### src/rtl/pianissimo_keys_pkg.sv
// Shared key map definitions for the piano keyboard front end: key indices,
// PS/2 set-2 scancodes and the prefix-tracking FSM encoding.
package pianissimo_keys_pkg;

  localparam int NUM_KEYS = 29;
  localparam int KEY_IDX_W = 5;

  localparam logic [KEY_IDX_W-1:0] key0        = 5'd0;
  localparam logic [KEY_IDX_W-1:0] key1        = 5'd1;
  localparam logic [KEY_IDX_W-1:0] key2        = 5'd2;
  localparam logic [KEY_IDX_W-1:0] key3        = 5'd3;
  localparam logic [KEY_IDX_W-1:0] key4        = 5'd4;
  localparam logic [KEY_IDX_W-1:0] key5        = 5'd5;
  localparam logic [KEY_IDX_W-1:0] key6        = 5'd6;
  localparam logic [KEY_IDX_W-1:0] key7        = 5'd7;
  localparam logic [KEY_IDX_W-1:0] key8        = 5'd8;
  localparam logic [KEY_IDX_W-1:0] key9        = 5'd9;
  localparam logic [KEY_IDX_W-1:0] key10       = 5'd10;
  localparam logic [KEY_IDX_W-1:0] key11       = 5'd11;
  localparam logic [KEY_IDX_W-1:0] key12       = 5'd12;
  localparam logic [KEY_IDX_W-1:0] key13       = 5'd13;
  localparam logic [KEY_IDX_W-1:0] key14       = 5'd14;
  localparam logic [KEY_IDX_W-1:0] key15       = 5'd15;
  localparam logic [KEY_IDX_W-1:0] key16       = 5'd16;
  localparam logic [KEY_IDX_W-1:0] key17       = 5'd17;
  localparam logic [KEY_IDX_W-1:0] key18       = 5'd18;
  localparam logic [KEY_IDX_W-1:0] key19       = 5'd19;
  localparam logic [KEY_IDX_W-1:0] key20       = 5'd20;
  localparam logic [KEY_IDX_W-1:0] key21       = 5'd21;
  localparam logic [KEY_IDX_W-1:0] key22       = 5'd22;
  localparam logic [KEY_IDX_W-1:0] key23       = 5'd23;
  localparam logic [KEY_IDX_W-1:0] key24       = 5'd24;
  localparam logic [KEY_IDX_W-1:0] key25       = 5'd25;
  localparam logic [KEY_IDX_W-1:0] key26       = 5'd26;
  localparam logic [KEY_IDX_W-1:0] key27       = 5'd27;
  localparam logic [KEY_IDX_W-1:0] keySpacebar = 5'd28;

  // Protocol bytes; everything not in the key map is silently ignored.
  localparam logic [7:0] scBreak   = 8'hF0;
  localparam logic [7:0] scExtend  = 8'hE0;
  localparam logic [7:0] scPause   = 8'hE1;
  localparam logic [7:0] scBatOk   = 8'hAA;
  localparam logic [7:0] scAck     = 8'hFA;
  localparam logic [7:0] scResend  = 8'hFE;

  typedef enum logic [1:0] {
    IDLE    = 2'd0,
    BRK     = 2'd1,
    EXT     = 2'd2,
    EXT_BRK = 2'd3
  } trackState_t;

  function automatic logic isPrefix(input logic [7:0] code);
    return (code == scBreak) || (code == scExtend);
  endfunction

endpackage

### src/rtl/key_state_tracker_if.sv
// Byte-in / key-state-out bundle between the PS/2 receiver side (master)
// and the key state tracker (slave).
interface key_state_tracker_if;
  import pianissimo_keys_pkg::*;

  logic [7:0]           ps2_byte;
  logic                 ps2_byte_valid;
  logic                 clear_all;
  logic [NUM_KEYS-1:0]  key_state;
  logic                 key_event_valid;
  logic [KEY_IDX_W-1:0] key_event_index;
  logic                 key_event_press;

  modport master (
    output ps2_byte, ps2_byte_valid, clear_all,
    input  key_state, key_event_valid, key_event_index, key_event_press
  );

  modport slave (
    input  ps2_byte, ps2_byte_valid, clear_all,
    output key_state, key_event_valid, key_event_index, key_event_press
  );

endinterface

### src/rtl/key_scancode_decoder.sv
// Combinational PS/2 set-2 scancode to piano key index lookup.
module key_scancode_decoder
  import pianissimo_keys_pkg::*;
(
  input  logic [7:0]           code,
  output logic                 hit,
  output logic [KEY_IDX_W-1:0] index
);

  always_comb begin
    hit   = 1'b1;
    index = key0;
    unique case (code)
      8'h45:   index = key0;
      8'h16:   index = key1;
      8'h1E:   index = key2;
      8'h26:   index = key3;
      8'h25:   index = key4;
      8'h2E:   index = key5;
      8'h36:   index = key6;
      8'h3D:   index = key7;
      8'h3E:   index = key8;
      8'h46:   index = key9;
      8'h0E:   index = key10;
      8'h4E:   index = key11;
      8'h55:   index = key12;
      8'h66:   index = key13;
      8'h0D:   index = key14;
      8'h15:   index = key15;
      8'h1D:   index = key16;
      8'h24:   index = key17;
      8'h2D:   index = key18;
      8'h2C:   index = key19;
      8'h35:   index = key20;
      8'h3C:   index = key21;
      8'h43:   index = key22;
      8'h44:   index = key23;
      8'h4D:   index = key24;
      8'h54:   index = key25;
      8'h5B:   index = key26;
      8'h5D:   index = key27;
      8'h29:   index = keySpacebar;
      default: hit = 1'b0;
    endcase
  end

endmodule

### src/rtl/key_state_tracker.sv
// Turns the PS/2 scancode byte stream into a held-key vector, tracking
// make/break/extended prefixes. Key change events exist only with KEY_TRACKER_EVENT_EN.
module key_state_tracker
  import pianissimo_keys_pkg::*;
#(
  parameter int PREFIX_TIMEOUT = 100000
) (
  input  logic clk,
  input  logic reset,
  key_state_tracker_if.slave bus
);

  localparam int CNT_W = $clog2(PREFIX_TIMEOUT + 1);
  localparam logic [CNT_W-1:0] CNT_LOAD = CNT_W'(PREFIX_TIMEOUT);

  trackState_t          state, stateNext;
  logic [CNT_W-1:0]     toCnt, toCntNext;
  logic [NUM_KEYS-1:0]  keyState;
  logic                 decHit;
  logic [KEY_IDX_W-1:0] decIdx;
  logic                 setKey, clrKey;
  logic                 keyHeld;

  key_scancode_decoder uDecoder (
    .code  (bus.ps2_byte),
    .hit   (decHit),
    .index (decIdx)
  );

  assign keyHeld = decHit && keyState[decIdx];

  always_ff @(posedge clk or posedge reset) begin
    if (reset) begin
      state <= IDLE;
      toCnt <= '0;
    end else begin
      state <= stateNext;
      toCnt <= toCntNext;
    end
  end

  // Byte handling has priority over the timeout; clear_all overrides both.
  always_comb begin
    stateNext = state;
    toCntNext = toCnt;
    setKey    = 1'b0;
    clrKey    = 1'b0;
    if (bus.clear_all) begin
      stateNext = IDLE;
      toCntNext = '0;
    end else if (bus.ps2_byte_valid) begin
      toCntNext = '0;
      stateNext = IDLE;
      case (state)
        IDLE: begin
          if (bus.ps2_byte == scBreak) begin
            stateNext = BRK;
            toCntNext = CNT_LOAD;
          end else if (bus.ps2_byte == scExtend) begin
            stateNext = EXT;
            toCntNext = CNT_LOAD;
          end else begin
            setKey = decHit && !keyHeld;
          end
        end
        BRK: begin
          if (bus.ps2_byte == scBreak) begin
            stateNext = BRK;
            toCntNext = CNT_LOAD;
          end else if (bus.ps2_byte == scExtend) begin
            stateNext = EXT_BRK;
            toCntNext = CNT_LOAD;
          end else begin
            clrKey = keyHeld;
          end
        end
        EXT: begin
          if (bus.ps2_byte == scBreak) begin
            stateNext = EXT_BRK;
            toCntNext = CNT_LOAD;
          end
        end
        default: ;
      endcase
    end else if (state != IDLE) begin
      if (toCnt == '0) begin
        stateNext = IDLE;
      end else begin
        toCntNext = toCnt - 1'b1;
      end
    end
  end

  always_ff @(posedge clk or posedge reset) begin
    if (reset) begin
      keyState <= '0;
    end else if (bus.clear_all) begin
      keyState <= '0;
    end else if (setKey) begin
      keyState[decIdx] <= 1'b1;
    end else if (clrKey) begin
      keyState[decIdx] <= 1'b0;
    end
  end

  assign bus.key_state = keyState;

`ifdef KEY_TRACKER_EVENT_EN
  logic                 evValid;
  logic [KEY_IDX_W-1:0] evIndex;
  logic                 evPress;

  // Index/press hold their last value between pulses.
  always_ff @(posedge clk or posedge reset) begin
    if (reset) begin
      evValid <= 1'b0;
      evIndex <= '0;
      evPress <= 1'b0;
    end else begin
      evValid <= setKey || clrKey;
      if (setKey || clrKey) begin
        evIndex <= decIdx;
        evPress <= setKey;
      end
    end
  end

  assign bus.key_event_valid = evValid;
  assign bus.key_event_index = evIndex;
  assign bus.key_event_press = evPress;
`else
  assign bus.key_event_valid = 1'b0;
  assign bus.key_event_index = '0;
  assign bus.key_event_press = 1'b0;
`endif

endmodule
### src/flat_wrapper.sv
// flat-port wrapper written by rule: the top's interface ports become plain ports
module key_state_tracker_flat import pianissimo_keys_pkg::*;
#(
  parameter int PREFIX_TIMEOUT = 100000
)
  (clk, reset, bus_ps2_byte, bus_ps2_byte_valid, bus_clear_all, bus_key_state, bus_key_event_valid, bus_key_event_index, bus_key_event_press);
  key_state_tracker_if bus_i ();
  input  logic clk;
  input  logic reset;
  input wire logic [$bits(bus_i.ps2_byte)-1:0] bus_ps2_byte;
  input wire logic [$bits(bus_i.ps2_byte_valid)-1:0] bus_ps2_byte_valid;
  input wire logic [$bits(bus_i.clear_all)-1:0] bus_clear_all;
  output wire logic [$bits(bus_i.key_state)-1:0] bus_key_state;
  output wire logic [$bits(bus_i.key_event_valid)-1:0] bus_key_event_valid;
  output wire logic [$bits(bus_i.key_event_index)-1:0] bus_key_event_index;
  output wire logic [$bits(bus_i.key_event_press)-1:0] bus_key_event_press;
  assign bus_i.ps2_byte = bus_ps2_byte;
  assign bus_i.ps2_byte_valid = bus_ps2_byte_valid;
  assign bus_i.clear_all = bus_clear_all;
  assign bus_key_state = bus_i.key_state;
  assign bus_key_event_valid = bus_i.key_event_valid;
  assign bus_key_event_index = bus_i.key_event_index;
  assign bus_key_event_press = bus_i.key_event_press;
  key_state_tracker #(.PREFIX_TIMEOUT(PREFIX_TIMEOUT)) u_core (.clk(clk), .reset(reset), .bus(bus_i));
endmodule
### config.mk
export PLATFORM = sky130hd
export DESIGN_NAME = key_state_tracker_flat
export DESIGN_NICKNAME = d
export VERILOG_FILES = /design/src/rtl/pianissimo_keys_pkg.sv /design/src/rtl/key_state_tracker_if.sv /design/src/rtl/key_scancode_decoder.sv /design/src/rtl/key_state_tracker.sv /design/src/flat_wrapper.sv
export SDC_FILE = /design/constraint.sdc
export NUM_CORES = 1
export LEC_CHECK = 0
export BUFFER_PORTS_ARGS = -buffer_cell sky130_fd_sc_hd__buf_2
export CORE_AREA = 2 2 90 92
export DETAILED_ROUTE_END_ITERATION = 10
export DIE_AREA = 0 0 92 94
export GPL_ROUTABILITY_DRIVEN = 1
export PLACE_DENSITY = 0.76
export SLEW_MARGIN = 20
export SYNTH_ARGS = -nofsm -noshare
export SYNTH_HDL_FRONTEND = slang
export SYNTH_SLANG_ARGS = --single-unit
### constraint.sdc
create_clock -name clk -period 2.1 [get_ports clk]
set_input_delay 0.21 -clock clk [delete_from_list [all_inputs] [get_ports clk]]
set_output_delay 0.21 -clock clk [all_outputs]
set_load 0.005 [all_outputs]
; Word level (Yosys, flattened, before mapping)
; Cells that the tools add are included.
[word_totals]
in_bits = 12
latch_bits = 0
rom_bits = 0
regBits = 48
mem_count = 0
ram_bits = 0
output_inout_bits = 36
[op_classes]
multipliers = 0
muxes = 37
n_bitwise = 3
n_reduce_logical = 14
order_cmp = 2
div_mod_pow = 0
add_sub_neg = 1
n_eq_ne = 34
shift = 0
[op_table]
columns = op, count
row1 = one-hot mux 5 bit (28 select lines), 1
row2 = two-way mux 17 bit, 7
row3 = equality test 8 x 6 -> 1 bit (second input constant), 12
row4 = equality test 8 x 7 -> 1 bit (second input constant), 11
row5 = two-way mux 29 bit, 3
row6 = one-hot mux 17 bit (2 select lines), 1
row7 = equality test 8 x 5 -> 1 bit (second input constant), 4
row8 = bitwise AND 29 bit, 1
row9 = inverter 29 bit, 1
row10 = bitwise OR 29 bit, 1
row11 = OR reduction 29 bit, 1
row12 = two-way mux 2 bit, 9
row13 = logical NOT 17 bit, 1
row14 = subtractor 17 x 1 -> 17 bit (second input constant), 1
row15 = equality test 8 x 4 -> 1 bit (second input constant), 2
row16 = equality test 8 bit (second input constant), 2
row17 = two-way mux 1 bit, 13
row18 = nonzero test 3 bit, 3
row19 = < comparator 5 x 6 -> 1 bit (second input constant), 1
row20 = one-hot mux 2 bit (3 select lines), 1
row21 = binary-select mux 1 bit (select 5 bit), 1
row22 = demux 1 bit (select 5 bit), 1
row23 = >= comparator 5 x 1 -> 1 bit (second input constant), 1
row24 = AND reduction 2 bit, 2
row25 = 8 further kinds, 10

; Longest topological paths before layout
; Gate-level depths: netlist (run 1).
[depth]
ltp_word = 14
mapped_depth = 16
depth_no_buf = 11

; By module
; From an unflattened synthesis (run 1), not the netlist that was laid out.
[unflattened]
cells_unflattened = 469
hier_area_um2 = 3971.3
[by_module_without_submodules]
columns = module, seq_area_each_um2, cells_per_inst, n_inst, area_per_inst_um2
row1 = key_state_tracker, 1201.2, 375, 1, 3296.9
row2 = key_scancode_decoder, 0.0, 94, 1, 674.4

; Least setup slack after synthesis (run 1)
; OpenSTA, ideal clock, no wires.
[synth_path]
path_kind = input to register
from = input port bus_ps2_byte[6]
to = register u_core.keyState[28], in the netlist u_core.bus.key_state[28]
path_stages = 15
setup_ps = 121
required_time_ps = 1979
slack_ps = -958
arrival_ps = 2937
cell_sequence = buf_2 > nor4b_2 > nand2_1 > nand4_2 > or2_1 > buf_4 > buf_6 > mux2i_1 > a2bb2oi_1 > o32ai_1 > or4_1 > buf_2 > buf_6 > a21oi_2 > o21ai_1
[synth_via]
elab_chain_cells = 14
word_cells_on_any_way = 61
[synth_lines]
columns = element, line
row1 = start: declaration, flat_wrapper.sv:10  ; input wire logic [$bits(bus_i.ps2_byte)-1:0] bus_ps2_byte;
row2 = "equality test 8 x 6 -> 1 bit, or another cell as far along", key_scancode_decoder.sv:13  ; unique case (code)
row3 = one-hot mux 5 bit (28 select lines), key_scancode_decoder.sv:13
row4 = binary-select mux 1 bit (select 5 bit), key_state_tracker.sv:30  ; assign keyHeld = decHit && keyState[decIdx];
row5 = two-way mux 1 bit (not written as such), key_state_tracker.sv:30
row6 = logical AND 1 bit, key_state_tracker.sv:30
row7 = logical NOT 1 bit, key_state_tracker.sv:63  ; setKey = decHit && !keyHeld;
row8 = logical AND 1 bit, key_state_tracker.sv:63
row9 = two-way mux 1 bit, key_state_tracker.sv:59  ; end else if (bus.ps2_byte == scExtend) begin
row10 = two-way mux 1 bit, key_state_tracker.sv:56  ; if (bus.ps2_byte == scBreak) begin
row11 = two-way mux 1 bit, key_state_tracker.sv:54  ; case (state)
row12 = two-way mux 1 bit, key_state_tracker.sv:51  ; end else if (bus.ps2_byte_valid) begin
row13 = two-way mux 1 bit, key_state_tracker.sv:48  ; if (bus.clear_all) begin
row14 = two-way mux 29 bit, key_state_tracker.sv:99  ; end else if (setKey) begin
row15 = two-way mux 29 bit, key_state_tracker.sv:97  ; end else if (bus.clear_all) begin
row16 = end signal: assignment, key_state_tracker.sv:96  ; keyState <= '0;
row17 = end signal: assignment, key_state_tracker.sv:98  ; keyState <= '0;
row18 = end signal: indexed assignment, key_state_tracker.sv:100  ; keyState[decIdx] <= 1'b1;
row19 = end: declaration, key_state_tracker.sv:18  ; logic [NUM_KEYS-1:0] keyState;
; Several ways; a longest one is shown, not always the timed one. The select of a mux whose other input is x is not followed.
; A chain may end at the register's enable or synchronous reset.

; Worst setup path in the final report (run 1)
[layout_path]
from = input port bus_ps2_byte[6]
to = register u_core.keyState[12], in the netlist u_core.bus.key_state[12]
; The elaborated chain is that of the path after synthesis.

==> results of run 1 <==
-- power groups by stage --
stage	clock (mW)	combinational, mW	sequential, mW
2_1_floorplan	0	0.227	0.961
3_3_place_gp	0	0.365	0.962
3_5_place_dp	0	0.374	0.962
4_1_cts	0.608	0.423	0.944
5_1_grt	0.645	0.505	0.946
6_report	0.612	0.476	0.945
-- state kept, by name (all words and copies together), names as in the netlist --
register              flops
u_core.state              2
u_core.bus.key_state     29
u_core.toCnt             17
-- kinds of logic after synthesis --
group / after synthesis
AND/OR/NAND/NOR: 210
AO/OA/AOI/OAI: 112
buffers and inverters: 54
flip-flops: 48
multiplexers: 18
XOR/XNOR: 13
adder cells (fa/ha/maj): 1
other: 1
-- layout make-up --
| class | instances | area [um^2] | share of cell area (%) |
|---|---|---|---|
| clock buffers | 6 | 82.58 | 1.417 |
| multi-input cells | 362 | 2856 | 49.02 |
| clock inverters | 2 | 13.76 | 0.2362 |
| repair buffers | 184 | 1503 | 25.79 |
| flip-flops and latches | 48 | 1202 | 20.64 |
| inverters | 11 | 41.29 | 0.7086 |
| well taps | 102 | 127.6 | 2.190 |
-- layer usage --
layer	wire length [um]	vias up	global-route usage (%)
li1	-	1955	-
met1	5417	2198	36.15
met2	7347	267	53.06
met3	1207	64	5.618
met4	663	0	13.43
met5	0	-	0
-- metrics by stage --
stage	cell area (um^2)	setup TNS, ps	std cells	total power [mW]	util (%)
6_report	5827	-24910	715	2.033	76.60
3_5_place_dp	4801	-38060	673	1.336	63.11
4_1_cts	5351	-19180	700	1.975	70.35
2_1_floorplan	3885	-22140	463	1.189	-
5_1_grt	5827	-28650	715	2.095	76.60
3_3_place_gp	4801	-35090	673	1.327	63.11
-- critical path, delay by kind of cell --
family	cells	cell delay (ps)
AOI/OAI and AO/OA	4	550
buffers and inverters	4	650
and+or+nand+nor	5	1770
-- what timing repair did --
item,in CTS,in global routing
pin swaps,22,50
gates cloned,5,1
hold endpoints to repair,23,0
resized for setup,74,69
setup endpoints to repair,37,45
hold buffers,1,0
setup buffers,13,15
-- final timing paths --
kind                                       endpoint  cells after the start                    start
max in group asynchronous  u_core.bus.key_state[12]                      4                    reset
setup reg to reg           u_core.bus.key_state[12]                     11  u_core.bus.key_state[0]
hold reg to reg                    u_core.toCnt[15]                      2         u_core.toCnt[15]
hold / removal              u_core.bus.key_state[0]                      2            bus_clear_all
min in group asynchronous           u_core.toCnt[3]                      3                    reset
setup / recovery           u_core.bus.key_state[12]                     13          bus_ps2_byte[6]
-- Yosys cell counts (all sizes together) (9+ instances only) --
cell type  instances
dfrtp             48
nor2              39
o21ai             39
nand2             37
buf               31
nand2b            28
a21oi             27
nand3             26
mux2i             15
clkbuf            12
nor2b             12
a31oi             11
inv               11
a211oi             9
==> impl_metrics.json, run 1 <==
{
  "outcome": "complete, but fails checks",
  "violations": "negative setup slack",
  "layout.cells.most_common": "buf_4",
  "drv_cap": 0,
  "cp.arrival_ps": 3170,
  "worstSetupPathType": "primary input to flip-flop",
  "grt_start_max_net_pins": 26,
  "synth-compound-area-share_pct": 19.09,
  "dr.pass1.iters": 6,
  "synth_edf_count": 0,
  "final_cell_mix": "buf_4, dfrtp_1, buf_2, nor2_1",
  "synth_top_area_share_pct": 32.04,
  "cts.reportedPaths.clkPinSlew_ps": 90,
  "synth_area_per_cell_um2": 8.203,
  "p_sw_share_pct": 29.88,
  "required_ps": 2290,
  "cts_sinks": 48,
  "p_switching_mw": 0.6074,
  "vdd_ir_drop_max_mv": 0.2929,
  "synthMuxAreaShare_pct": 4.907,
  "cts_buffer_depth": 2,
  "synthCells": 457,
  "start_kind": "primary input",
  "min_period_over_period_pct": 142.0,
  "crit_path_end_kind": "flip-flop",
  "die_h_um": 94,
  "routedWlPerCell_um": 20.47,
  "grt_pass1_vias": 4314,
  "drive_above_1_share_pct": 46.98,
  "finalMaxSlewViolations": 0,
  "fin_ws_ps": -882.5,
  "insertedDiodeCount": 0,
  "p_seq_share_pct": 46.5,
  "grt_usage_pct": 30.23,
  "start_util_pct": 49.28,
  "rsz0062_at_grt": "yes",
  "cts_buffers": 5,
  "synth_xor_xnor_area_share_pct": 3.037,
  "insertion_delay_ps": 310,
  "synth-adder-area-share_pct": 0.3338,
  "synth-simple-area-share_pct": 32.48,
  "rows": 32,
  "wl_mm": 14.64,
  "p_leak_nw": 2.670,
  "ant_nets": 0,
  "cp_slowest_cell": "or4_4",
  "combPwrFrac_pct": 23.4,
  "place_ws_ps": -1344,
  "antenna_found_initial": 0,
  "fillCellCount": 474,
  "path_common_cell": "buf_4",
  "synth_top_family_by_area": "simple AND/OR/NAND/NOR gates",
  "ys_seq_area_share_pct": 32.04,
  "io_pins": 48,
  "io_buffers": 40,
  "synth_area_leader_cell": "dfrtp_1",
  "synthTopCellsByArea": "dfrtp_1, nand2b_1, mux2i_1",
  "synth_area_mm2": 0.003749,
  "cp_max_fo": 10,
  "drt_iter0_drc": 428,
  "p_int_mw": 1.425,
  "gp_congestion": 0.9300,
  "fp.dieArea_mm2": 0.008648,
  "synth_seq_cells": 48,
  "p_clk_share_pct": 30.1,
  "cts_max_level": 2,
  "slew_headroom_pct": 63.27,
  "setup_viol": 42,
  "r2r_slack_ps": -300,
  "core-area_mm2": 0.007607,
  "die_w_um": 92,
  "grt_pass1_wl_mm": 20.80,
  "via_count": 4484,
  "p_per_area_mw_per_mm2": 348.9,
  "ys_async_sr_fraction_pct": 100.0,
  "yosysWarnings": 0,
  "hold_ws_ps": 235.7,
  "syn2layout_area_growth_pct": 55.44,
  "gr-total-overflow": 0,
  "hold_path_class": "primary input to flip-flop",
  "cpPeakStageDelay_ps": 620,
  "vias_per_cell": 6.271,
  "place_hpwl_mm": 8.772,
  "drc_errors": 0,
  "synth.distinct_cells": 63,
  "hold_viol_final": 0,
  "finClkSkew_ps": 10.05,
  "final_nets": 625,
  "max_freq_mhz": 335.3,
  "period_minus_slack_ps": 2982,
  "timing.critical_path.cells": "buf_4 > buf_4 > nor4b_4 > buf_6 > and4b_1 > a21oi_1 > nand4b_1 > o21ai_0 > or3_1 > or4_4 > buf_8 > a21oi_2 > o31ai_1",
  "cts_tree": "yes",
  "clockRootBuffer": "clkbuf_8",
  "tightest_slew_ps": 550.1,
  "ys.flop_type": "dfrtp_1"
}
Note: power is estimated with default switching activity, not from simulation.
==> inputs of run 2 (changes only) <==
ABC_AREA = 1   (was not set)
CTS_BUF_LIST = sky130_fd_sc_hd__clkbuf_2   (was not set)
==> impl_metrics.json, run 2 <==
{
  "outcome": "complete, but fails checks",
  "violations": "negative setup slack",
  "die_h_um": 94,
  "synth.distinct_cells": 34,
  "cp_max_fo": 9,
  "period_minus_slack_ps": 2162,
  "hold_ws_ps": 76.05,
  "drv_cap": 0,
  "path_common_cell": "nand2_1",
  "vias_per_cell": 5.671,
  "cp_slowest_cell": "nor3_4",
  "met1Wirelength_mm": 5.528,
  "antenna_found_initial": 0,
  "layout.cells.most_common": "nand2_1",
  "required_ps": 2530,
  "final_cell_mix": "nand2_1, buf_4, dfrtp_1, inv_1",
  "rsz0062_at_grt": "yes",
  "cts_sinks": 48,
  "synth_top_area_share_pct": 32.14,
  "synth_area_leader_cell": "dfrtp_1",
  "dpl.cell_count": 805,
  "insertion_delay_ps": 470,
  "cts_buffers": 5,
  "synthCells": 595,
  "top_layer": "met4",
  "finalMaxSlewViolations": 0,
  "yosysMostFrequentCell": "nand2_1",
  "gp_congestion": 0.9639,
  "yosysWarnings": 0,
  "min_period_over_period_pct": 103.0,
  "cts.reportedPaths.clkPinSlew_ps": 270,
  "cts_tree": "yes",
  "rows": 32,
  "ys_async_sr_fraction_pct": 100.0,
  "start_util_pct": 49.13,
  "insertedDiodeCount": 0,
  "die_w_um": 92,
  "synth_area_mm2": 0.003737,
  "core-area_mm2": 0.007607,
  "drc_errors": 0,
  "utilization_pct": 74.44,
  "p_leak_nw": 3.148,
  "grt_pass1_vias": 4075,
  "synth_seq_cells": 48,
  "fin_ws_ps": -62.11,
  "dr.pass1.iters": 5,
  "clockRootBuffer": "clkbuf_2",
  "via_count": 4764,
  "synth_edf_count": 0,
  "wl_mm": 13.65,
  "io_pins": 48,
  "synth_common_cells": "nand2_1, nor2_1, inv_1, dfrtp_1, o21ai_0",
  "largest_reg_flops": 29,
  "crit_path_end_kind": "flip-flop",
  "design_area_mm2": 0.005663,
  "cpPeakStageDelay_ps": 280,
  "setup_viol": 5,
  "synthTopCellsByArea": "dfrtp_1, nand2_1, nor2_1",
  "drt_iter0_drc": 435,
  "routedWlPerCell_um": 16.25,
  "fillCellCount": 572,
  "finalNonFillerCells": 840,
  "fp.dieArea_mm2": 0.008648,
  "start_kind": "primary input",
  "gr-total-overflow": 0,
  "cts_buffer_depth": 2,
  "syn2layout_area_growth_pct": 51.52,
  "grt_pass1_wl_mm": 19.17,
  "synth_area_per_cell_um2": 6.281,
  "hold_viol_final": 0,
  "hold_path_class": "primary input to flip-flop",
  "max_freq_mhz": 462.5,
  "worstSetupPathType": "primary input to flip-flop",
  "wl_met3_um": 932,
  "grt_start_max_net_pins": 40,
  "final_nets": 750,
  "placed_area_mm2": 0.004722,
  "io_buffers": 40,
  "ys.flop_type": "dfrtp_1",
  "cts_max_level": 2,
  "timing.critical_path.cells": "clkbuf_4 > inv_2 > nand2_1 > nor2_2 > buf_4 > nand2_4 > nand2_2 > nor3_4 > nand2_4 > buf_6 > nand2_1 > nand2_1 > nand2_1 > nand2_2 > nor2_4 > nand3_4 > clkbuf_16 > a21oi_1 > nand2_1 > nand2_1",
  "grt_usage_pct": 27.60,
  "place_hpwl_mm": 8.824,
  "cp.arrival_ps": 2590,
  "finClkSkew_ps": 19.69,
  "ant_nets": 0,
  "drive_above_1_share_pct": 40.65,
  "ys_seq_area_share_pct": 32.14,
  "p_per_area_mw_per_mm2": 366.0,
  "vdd_ir_drop_max_mv": 0.3113,
  "wl_met2_mm": 6.830
}
## run 2: cell types whose count changed after synthesis, sizes merged, moves of 9 or more
| cell | before | now |
|---|---|---|
| nor2b | 12 | 0 |
| a31oi | 11 | 0 |
| buf | 31 | 22 |
| a21oi | 27 | 37 |
| a211oi | 9 | 0 |
| nor2 | 39 | 80 |
| mux2i | 15 | 0 |
| nand4 | 4 | 34 |
| nand2 | 37 | 193 |
| nand2b | 28 | 0 |
| inv | 11 | 60 |
## run 2: metrics by stage
stage	worst slack [ps]	TNS (ps)	power [mW]
floorplan	0.7812	0	1.158
global placement	-562.6	-15940	1.280
detailed placement	-631.7	-17720	1.288
CTS	2.331	0	1.965
global route	-126.9	-1835	2.151
finish	-62.11	-97.60	2.072
## run 2: per-layer routing
metal / global-route usage, % / vias up
met1: 36.62 / 2255
met5: 0 / -
li1: - / 2230
met3: 3.933 / 40
met4: 8.209 / 0
met2: 47.00 / 239
## run 2: kinds of logic (layout without fill, tap and decap cells)
group | after synthesis | in the layout | synth area share, %
and+or+nand+nor | 367 | 368 | 43.66
AOI/OAI and AO/OA | 89 | 89 | 12.52
buffers and inverters | 88 | 224 | 11.01
DFF | 48 | 48 | 32.14
adders and majority gates | 1 | 1 | 0.3347
other | 1 | 7 | 0.1003
xor gates and xnor gates | 1 | 1 | 0.2344
## run 2: path summary, 6_finish.rpt
path / end / cells past startpoint / slack [ps] / start
max: u_core.bus.key_state[11] / 20 / -60 / bus_ps2_byte[5]
min: u_core.toCnt[16] / 3 / 80 / bus_ps2_byte_valid
max reg2reg: u_core.toCnt[8] / 12 / 70 / u_core.toCnt[4]
min reg2reg: u_core.toCnt[14] / 1 / 520 / u_core.toCnt[14]
max in group asynchronous: u_core.toCnt[16] / 4 / 1320 / reset
min in group asynchronous: u_core.bus.key_state[27] / 3 / 200 / reset
## run 2: what timing repair did
item                                    CTS  global route
gates resized for setup                   9           163
cloned                                    0             5
setup buffers                             1            20
pin swaps                                 2            45
endpoints found under the setup margin   41            46
hold buffers                              1             0
hold endpoints to repair                 15             0
## run 2: area by class of cell
| type | instances | area [um^2] | share of cell area, % |
|---|---|---|---|
| clock buffer | 5 | 25.02 | 0.4419 |
| inverter | 60 | 252.7 | 4.463 |
| multi-input combinational | 466 | 2705 | 47.77 |
| clock inverter | 3 | 68.82 | 1.215 |
| timing repair buffer | 156 | 1282 | 22.65 |
| tap | 102 | 127.6 | 2.254 |
| sequential | 48 | 1201 | 21.21 |
## run 2: report_power, final
group          internal (mW)  switching [mW]
clock network          0.324           0.355
registers              0.936          0.0107
logic                  0.179           0.268
## run 2: worst max-delay path: cells and delay by family
kind	cells	cell delay [ps]
AOI/OAI and AO/OA	1	170
buffers and inverters	5	750
and+or+nand+nor	14	1450
